===== src/rtl/wb_fml_bridge_pkg.sv =====
// Shared FML bus widths, default burst length and the bridge state encoding.
package wb_fml_bridge_pkg;
    localparam int FML_ADR_W = 26;
    localparam int FML_DAT_W = 32;
    localparam int FML_BE_W  = 4;
    localparam int FML_BURST = 4;

    typedef enum logic [2:0] {
        S_IDLE,
        S_WDATA,
        S_WCMD,
        S_RCMD,
        S_RDATA,
        S_ACK
    } state_e;

    // Byte-offset bits covered by one burst-aligned line.
    function automatic int line_off_w(input int burst);
        return $clog2(burst) + 2;
    endfunction
endpackage


===== src/rtl/fml_line_buf.sv =====
// One-line read buffer: burst words, tag, valid flag, byte-merge write port, async read.
module fml_line_buf
    import wb_fml_bridge_pkg::*;
#(
    parameter int burst = FML_BURST,
    parameter int TAG_W = 32 - line_off_w(FML_BURST)
) (
    input  logic                     clk,
    input  logic                     reset,
    input  logic                     wr_en,
    input  logic [$clog2(burst)-1:0] wr_idx,
    input  logic [FML_DAT_W-1:0]     wr_dat,
    input  logic [FML_BE_W-1:0]      wr_be,
    input  logic                     set_valid,
    input  logic [TAG_W-1:0]         set_tag,
    input  logic [$clog2(burst)-1:0] rd_idx,
    output logic [FML_DAT_W-1:0]     rd_dat,
    output logic [TAG_W-1:0]         tag,
    output logic                     valid
);
    logic [burst-1:0][FML_DAT_W-1:0] line_q, line_d;
    logic [TAG_W-1:0]                tag_q, tag_d;
    logic                            valid_q, valid_d;

    always_comb begin
        line_d  = line_q;
        tag_d   = set_valid ? set_tag : tag_q;
        valid_d = valid_q | set_valid;
        if (wr_en) begin
            for (int b = 0; b < FML_BE_W; b++) begin
                if (wr_be[b]) line_d[wr_idx][8*b +: 8] = wr_dat[8*b +: 8];
            end
        end
    end

    always_ff @(posedge clk or posedge reset) begin
        if (reset) begin
            line_q  <= '0;
            tag_q   <= '0;
            valid_q <= 1'b0;
        end else begin
            line_q  <= line_d;
            tag_q   <= tag_d;
            valid_q <= valid_d;
        end
    end

    assign rd_dat = line_q[rd_idx];
    assign tag    = tag_q;
    assign valid  = valid_q;
endmodule


===== src/rtl/wb_fml_bridge.sv =====
// Wishbone classic slave to FML burst master with a one-line read buffer.
module wb_fml_bridge
    import wb_fml_bridge_pkg::*;
#(
    parameter int burst    = FML_BURST,
    parameter bit use_lbuf = 1'b1
) (
    input  logic                 clk,
    input  logic                 reset,
    input  logic [31:0]          wb_adr_i,
    input  logic [31:0]          wb_dat_i,
    output logic [31:0]          wb_dat_o,
    input  logic [3:0]           wb_sel_i,
    input  logic                 wb_we_i,
    input  logic                 wb_stb_i,
    input  logic                 wb_cyc_i,
    output logic                 wb_ack_o,
    output logic [FML_ADR_W-1:0] fml_adr,
    output logic                 fml_rd,
    output logic                 fml_wr,
    input  logic                 fml_done,
    output logic [FML_DAT_W-1:0] fml_wdat,
    output logic [FML_BE_W-1:0]  fml_wbe,
    output logic                 fml_wnext,
    input  logic                 fml_rempty,
    output logic                 fml_rnext,
    input  logic [FML_DAT_W-1:0] fml_rdat
);
    localparam int BW = $clog2(burst);
    localparam int OW = line_off_w(burst);
    localparam int TW = 32 - OW;

    state_e state_q, state_d;
    logic [31:0]          adr_q, adr_d, dat_q, dat_d, wb_dat_q, wb_dat_d;
    logic [3:0]           sel_q, sel_d;
    logic [BW-1:0]        beat_q, beat_d;
    logic                 wb_ack_q, wb_ack_d, fml_rd_q, fml_rd_d, fml_wr_q, fml_wr_d;
    logic                 fml_wnext_q, fml_wnext_d, fml_rnext_q, fml_rnext_d;
    logic [FML_ADR_W-1:0] fml_adr_q, fml_adr_d;
    logic [FML_DAT_W-1:0] fml_wdat_q, fml_wdat_d;
    logic [FML_BE_W-1:0]  fml_wbe_q, fml_wbe_d;

    logic                 lb_we, lb_set, lb_valid;
    logic [BW-1:0]        lb_idx, lb_rd_idx;
    logic [FML_DAT_W-1:0] lb_dat, lb_rd_dat;
    logic [FML_BE_W-1:0]  lb_be;
    logic [TW-1:0]        lb_tag;

    logic          req, req_hit, cur_hit, rd_take, last_beat, wr_done, rd_done;
    logic [BW-1:0] req_word, cur_word;
    logic          unused_adr_bits;

    assign req       = wb_cyc_i & wb_stb_i & ~wb_ack_q;
    assign req_word  = wb_adr_i[OW-1:2];
    assign cur_word  = adr_q[OW-1:2];
    assign req_hit   = use_lbuf && lb_valid && (lb_tag == wb_adr_i[31:OW]);
    assign cur_hit   = use_lbuf && lb_valid && (lb_tag == adr_q[31:OW]);
    assign last_beat = (beat_q == BW'(burst - 1));
    assign wr_done   = (state_q == S_WCMD) && fml_done && fml_wr_q;
    assign rd_done   = (state_q == S_RCMD) && fml_done && fml_rd_q;
    // rnext is registered, so the beat under an in-flight pop must not be taken twice.
    assign rd_take   = (state_q == S_RDATA) && !fml_rempty && !fml_rnext_q;
    assign lb_rd_idx = (state_q == S_IDLE) ? req_word : cur_word;
    assign unused_adr_bits = ^{wb_adr_i[1:0], adr_q[1:0]};

    fml_line_buf #(.burst(burst), .TAG_W(TW)) u_lbuf (
        .clk      (clk),
        .reset    (reset),
        .wr_en    (lb_we),
        .wr_idx   (lb_idx),
        .wr_dat   (lb_dat),
        .wr_be    (lb_be),
        .set_valid(lb_set),
        .set_tag  (adr_q[31:OW]),
        .rd_idx   (lb_rd_idx),
        .rd_dat   (lb_rd_dat),
        .tag      (lb_tag),
        .valid    (lb_valid)
    );

    always_ff @(posedge clk or posedge reset) begin
        if (reset) state_q <= S_IDLE;
        else       state_q <= state_d;
    end

    always_comb begin
        state_d = state_q;
        case (state_q)
            S_IDLE:  if (req) state_d = wb_we_i ? S_WDATA : (req_hit ? S_IDLE : S_RCMD);
            S_WDATA: if (last_beat) state_d = S_WCMD;
            S_WCMD:  if (wr_done) state_d = S_ACK;
            S_RCMD:  if (rd_done) state_d = S_RDATA;
            S_RDATA: if (rd_take && last_beat) state_d = S_ACK;
            S_ACK:   state_d = S_IDLE;
            default: state_d = S_IDLE;
        endcase
    end

    always_comb begin
        adr_d       = adr_q;
        dat_d       = dat_q;
        sel_d       = sel_q;
        beat_d      = beat_q;
        wb_dat_d    = wb_dat_q;
        wb_ack_d    = 1'b0;
        fml_adr_d   = fml_adr_q;
        fml_rd_d    = fml_rd_q;
        fml_wr_d    = fml_wr_q;
        fml_wnext_d = 1'b0;
        fml_rnext_d = 1'b0;
        fml_wdat_d  = fml_wdat_q;
        fml_wbe_d   = fml_wbe_q;
        lb_we       = 1'b0;
        lb_set      = 1'b0;
        lb_idx      = beat_q;
        lb_dat      = fml_rdat;
        lb_be       = '1;
        case (state_q)
            S_IDLE: if (req) begin
                if (wb_we_i || !req_hit) begin
                    adr_d     = wb_adr_i;
                    dat_d     = wb_dat_i;
                    sel_d     = wb_sel_i;
                    beat_d    = '0;
                    fml_adr_d = {wb_adr_i[FML_ADR_W-1:OW], {OW{1'b0}}};
                    fml_rd_d  = !wb_we_i;
                end else begin
                    wb_dat_d = lb_rd_dat;
                    wb_ack_d = 1'b1;
                end
            end
            S_WDATA: begin
                fml_wnext_d = 1'b1;
                fml_wdat_d  = dat_q;
                fml_wbe_d   = (beat_q == cur_word) ? sel_q : '0;
                beat_d      = beat_q + BW'(1);
            end
            S_WCMD: begin
                fml_wr_d = !wr_done;
                // Keep the buffered line coherent with the write just committed.
                if (wr_done && cur_hit) begin
                    lb_we  = 1'b1;
                    lb_idx = cur_word;
                    lb_dat = dat_q;
                    lb_be  = sel_q;
                end
            end
            S_RCMD: if (rd_done) begin
                fml_rd_d = 1'b0;
                beat_d   = '0;
            end
            S_RDATA: if (rd_take) begin
                fml_rnext_d = 1'b1;
                lb_we       = 1'b1;
                beat_d      = beat_q + BW'(1);
                if (last_beat) begin
                    lb_set   = use_lbuf;
                    wb_dat_d = (cur_word == beat_q) ? fml_rdat : lb_rd_dat;
                end
            end
            S_ACK:   wb_ack_d = wb_cyc_i;
            default: ;
        endcase
    end

    always_ff @(posedge clk or posedge reset) begin
        if (reset) begin
            adr_q       <= '0;
            dat_q       <= '0;
            sel_q       <= '0;
            beat_q      <= '0;
            wb_dat_q    <= '0;
            wb_ack_q    <= 1'b0;
            fml_adr_q   <= '0;
            fml_rd_q    <= 1'b0;
            fml_wr_q    <= 1'b0;
            fml_wnext_q <= 1'b0;
            fml_rnext_q <= 1'b0;
            fml_wdat_q  <= '0;
            fml_wbe_q   <= '0;
        end else begin
            adr_q       <= adr_d;
            dat_q       <= dat_d;
            sel_q       <= sel_d;
            beat_q      <= beat_d;
            wb_dat_q    <= wb_dat_d;
            wb_ack_q    <= wb_ack_d;
            fml_adr_q   <= fml_adr_d;
            fml_rd_q    <= fml_rd_d;
            fml_wr_q    <= fml_wr_d;
            fml_wnext_q <= fml_wnext_d;
            fml_rnext_q <= fml_rnext_d;
            fml_wdat_q  <= fml_wdat_d;
            fml_wbe_q   <= fml_wbe_d;
        end
    end

    assign wb_dat_o  = wb_dat_q;
    assign wb_ack_o  = wb_ack_q;
    assign fml_adr   = fml_adr_q;
    assign fml_rd    = fml_rd_q;
    assign fml_wr    = fml_wr_q;
    assign fml_wnext = fml_wnext_q;
    assign fml_rnext = fml_rnext_q;
    assign fml_wdat  = fml_wdat_q;
    assign fml_wbe   = fml_wbe_q;
endmodule


===== config.mk =====
export PLATFORM = sky130hd
export DESIGN_NAME = wb_fml_bridge
export DESIGN_NICKNAME = d
export VERILOG_FILES = /design/src/rtl/wb_fml_bridge_pkg.sv /design/src/rtl/fml_line_buf.sv /design/src/rtl/wb_fml_bridge.sv
export SDC_FILE = /design/constraint.sdc
export NUM_CORES = 1
export LEC_CHECK = 0
export ABC_AREA = 1
export BUFFER_PORTS_ARGS = -buffer_cell sky130_fd_sc_hd__buf_2
export CELL_PAD_IN_SITES_DETAIL_PLACEMENT = 1
export CELL_PAD_IN_SITES_GLOBAL_PLACEMENT = 1
export CORE_MARGIN = 2
export CORE_UTILIZATION = 45
export DETAILED_ROUTE_END_ITERATION = 10
export PLACE_DENSITY = 0.87
export SLEW_MARGIN = 20
export SYNTH_ARGS = -nofsm -noshare
export SYNTH_HDL_FRONTEND = slang
export SYNTH_SLANG_ARGS = --single-unit

===== constraint.sdc =====
create_clock -name clk -period 16.1 [get_ports clk]
set_clock_uncertainty 0.05 [all_clocks]
set_input_delay 1.61 -clock clk [delete_from_list [all_inputs] [get_ports clk]]
set_output_delay 1.61 -clock clk [all_outputs]
set_load 0.02 [all_outputs]

==> results.sh <==
export IMPL_status="completed"
export IMPL_final_std_cells_w_o_fill=2589
export IMPL_drt_antenna_net_count=0
export IMPL_die_area_um2=34900
export IMPL_postCtsSetupRepairBufs=0
export IMPL_minimum_clock_period_after_layout_ns=4.96
export IMPL_ctsHtreeMaxLevel=2
export IMPL_ctsHoldBuffers=0
export IMPL_grt_start_max_net_pins=184
export IMPL_vias_per_cell=5.51
export IMPL_post_synth_cell_area_avg_um2=7.55
export IMPL_fp_coreArea_um2=32800
export IMPL_crit_reg2reg_capture="u_lbuf.line_q[8]$_DFFE_PP0P_"
export IMPL_min_path_cells=2
export IMPL_criticalPathCategory="in2reg"
export IMPL_drt_first_iter_violations=1227
export IMPL_worst_setup_hold_path_clk_slew_ns=0.06
export IMPL_timing_critical_path_slowest_stage_cell="sky130_fd_sc_hd__nand2_2"
export IMPL_synth_cell_types=33
export IMPL_dieHeight_um=187
export IMPL_sequentialPowerShare=0.362
export IMPL_clock_power_share=0.223
export IMPL_unrepaired_setup_endpoints_after_global_routing="no"
export IMPL_ir_drop_v=0.000142
export IMPL_top_level_pins=206
export IMPL_fmaxAchievable_ghz=0.202
export IMPL_holdCritStartpoint="u_lbuf.line_q[53]$_DFFE_PP0P_"
export IMPL_antenna_violations_before_repair=7
export IMPL_synth_seq_area_share=0.500
export IMPL_start_util=0.459
export IMPL_synth_cell_area_um2=15100
export IMPL_async_reset_ff_frac=1.00
export IMPL_rrSetupSlack_ns=11.76
export IMPL_overflow=0
export IMPL_detail_route_first_pass_iterations=5
export IMPL_worst_path_buf_inv=3
export IMPL_totalNegativeSetupSlack_ns=0
export IMPL_critical_path_top_delay_family="simple AND/OR/NAND/NOR gates"
export IMPL_power_switching_share=0.446
export IMPL_place_hpwl_mm=31.5
export IMPL_power_static_leakage_nw=9.06
export IMPL_utilization=0.527
export IMPL_max_cap_viol_count=0
export IMPL_postSynthRegisterBits=301
export IMPL_synth_common_cells="sky130_fd_sc_hd__nand2_1, sky130_fd_sc_hd__dfrtp_1, sky130_fd_sc_hd__o21ai_0, sky130_fd_sc_hd__nand3_1, sky130_fd_sc_hd__inv_1"
export IMPL_synth_enable_flop_cells=0
export IMPL_overall_global_routing_usage=0.285
export IMPL_place_detailed_instances=2522
export IMPL_worst_r2r_startpoint="state_q[0]$_DFFE_PP0P_"
export IMPL_cts_sink_count=301
export IMPL_timing_critical_path_arrival_ns=5.31
export IMPL_postLayoutCellArea_um2=17300
export IMPL_p_total_mw=3.65
export IMPL_crit_end_category="register"
export IMPL_dr_total_vias=14300
export IMPL_syn_to_final_growth_pct=14.6
export IMPL_grt_first_pass_wirelength_mm=80.5
export IMPL_cts_path_max_buffers=3
export IMPL_gp_congestion=0.825
export IMPL_worst_endpoint_required_ns=16.45
export IMPL_synth_yosys_warnings=0
export IMPL_measured_slew_at_the_worst_slew_check_pin_ns=1.01
export IMPL_timing_critical_path_from_type="primary input"
export IMPL_grt_pass1_vias=15100
export IMPL_min_to="u_lbuf.line_q[53]$_DFFE_PP0P_"
export IMPL_most_frequently_used_cell_type_in_the_post_synthesis_netlist="sky130_fd_sc_hd__nand2_1"
export IMPL_fp_dieW_um=187
export IMPL_clock_tree_from_tritoncts="done"
export IMPL_cts_resized_gates=0
export IMPL_comb_power_share=0.415
export IMPL_post_route_period_util=0.308
export IMPL_dpl_worst_slack_ns=10.67
export IMPL_final_net_count=2226
export IMPL_cts_buffers=35
export IMPL_count_of_mapped_cells_out_of_synthesis=1994
export IMPL_final_hold_viol_count=0
export IMPL_netlist_top_cell_by_area="sky130_fd_sc_hd__dfrtp_1"
export IMPL_power_density_nw_per_um2=211
export IMPL_cts_root_buf="sky130_fd_sc_hd__clkbuf_16"
export IMPL_finalWorstSetupSlack_ns=11.15
export IMPL_drt_wirelength_per_cell_um=19.1
export IMPL_max_slew_margin_rel=0.327
export IMPL_min_delay_path_class="reg2reg"
export IMPL_clkLatencyLatePin_ns=0.52
export IMPL_most_used_cell_along_the_critical_path="sky130_fd_sc_hd__nand2_1"
export IMPL_ys_top_cells_by_area="sky130_fd_sc_hd__dfrtp_1, sky130_fd_sc_hd__nand2_1, sky130_fd_sc_hd__o21ai_0"
export IMPL_layout_drive_gt1_share=0.142
export IMPL_whs_ns=0.420
export IMPL_drt_total_wl_mm=49.5
export IMPL_place_area_um2=16100
export IMPL_cellInternalPower_mw=2.02
export IMPL_total_switching_power_mw=1.63
export IMPL_finalSetupViolCount=0
export IMPL_timing_critical_path_fanout_max=39
export IMPL_postSynth_topFlopCell="sky130_fd_sc_hd__dfrtp_1"
export IMPL_core_rowCount=66
export IMPL_yosys_area_top_type_share=0.500
export IMPL_remaining_drc_errors=0
export IMPL_cell_breakdown_of_the_critical_path="buf_2 -> nand2_1 -> a21oi_1 -> nand2_1 -> nor2_1 -> nand2_1 -> nor2_4 -> buf_4 -> nand2_2 -> nand2_1 -> nand2_1 -> inv_2 -> nand3_1 -> nand2_1 -> nand2_1"
export IMPL_finalMaxSlewViolations=0
export IMPL_io_buffers=199
export IMPL_cp_slowest_stage_delay_ns=0.70
export IMPL_worst_r2r_path_cells=13
[how the worst max path moves through the flow]
stage / start / to / slack, ns / depth (start not counted)
3_5_place_dp: fml_done / u_lbuf.line_q[8]$_DFFE_PP0P_ / 10.67 / 15
6_report: fml_done / u_lbuf.line_q[8]$_DFFE_PP0P_ / 11.15 / 15
5_1_grt: fml_done / u_lbuf.line_q[8]$_DFFE_PP0P_ / 10.87 / 15
2_1_floorplan: reset / adr_q[10]$_DFFE_PP0P_ / 6.12 / 1
4_1_cts: fml_done / u_lbuf.line_q[8]$_DFFE_PP0P_ / 11.20 / 15
3_3_place_gp: fml_done / u_lbuf.line_q[15]$_DFFE_PP0P_ / 10.84 / 15
[kinds of logic after synthesis]
family	share of synthesized area
fa+ha+maj	0.000831
xor+xnor	0.0105
buf+inv	0.0852
other cells	0.000249
flops	0.500
compound gates	0.0730
simple gates	0.330
[cells in the final DEF, fill, tap and decap left out, drive strengths merged]
| cell type | Yosys | layout |
|---|---|---|
| a211oi | 1 | 1 |
| a21oi | 4 | 4 |
| and2 | 2 | 2 |
| buf | 98 | 216 |
| bufinv | 0 | 2 |
| clkbuf | 34 | 50 |
| clkinv | 0 | 7 |
| clkinvlp | 0 | 1 |
| conb | 1 | 4 |
| dfrtp | 301 | 301 |
| diode | 0 | 5 |
| ha | 1 | 1 |
| inv | 141 | 142 |
| nand2 | 864 | 864 |
| nand3 | 166 | 166 |
| nand4 | 101 | 101 |
| nor2 | 43 | 43 |
| nor3 | 4 | 4 |
| o21ai | 206 | 206 |
| o22ai | 1 | 1 |
| o31ai | 4 | 4 |
| or2 | 4 | 4 |
| xnor2 | 14 | 14 |
| xor2 | 4 | 4 |
[registers in the layout, summed over array words and instances (netlist names), 2 cells and up]
name           cells
beat_q             2
fml_wdat          32
u_lbuf.line_q    128
sel_q              4
dat_q             32
fml_wbe            4
state_q            3
u_lbuf.tag        28
adr_q             30
wb_dat_o          32
[layer usage]
layer	wire length (um)	vias up	track usage	share of wire
li1	-	6634	-	-
met1	20500	7088	0.363	0.41
met2	24400	404	0.485	0.49
met5	27	-	0	0.00054
met3	2700	125	0.0458	0.055
met4	1880	4	0.120	0.038
[power groups by stage]
stage          combinational [mW]  sequential [mW]  clock, mW
6_report                     1.51             1.32      0.813
5_1_grt                      1.70             1.36      0.853
4_1_cts                      1.52             1.32      0.825
3_5_place_dp                 1.50             1.32          0
3_3_place_gp                 1.43             1.30          0
2_1_floorplan               0.987             1.37          0
[final cells by class]
cell class | instances | area (um2)
Fill cell | 4138 | 15500
Clock buffer | 50 | 1050
Clock inverter | 11 | 119
Inverter | 141 | 537
Timing Repair Buffer | 216 | 1160
Antenna cell | 5 | 12.5
Multi-Input combinational cell | 1423 | 6300
Sequential cell | 301 | 7530
Tap cell | 442 | 553
[tightest hold or removal path, cell delays in order, from the launching register on]
cell                      delay (ns)
sky130_fd_sc_hd__dfrtp_1        0.34
sky130_fd_sc_hd__nand2_1        0.05
sky130_fd_sc_hd__nand2_1        0.05
Note: power is estimated with default switching activity, not from simulation.
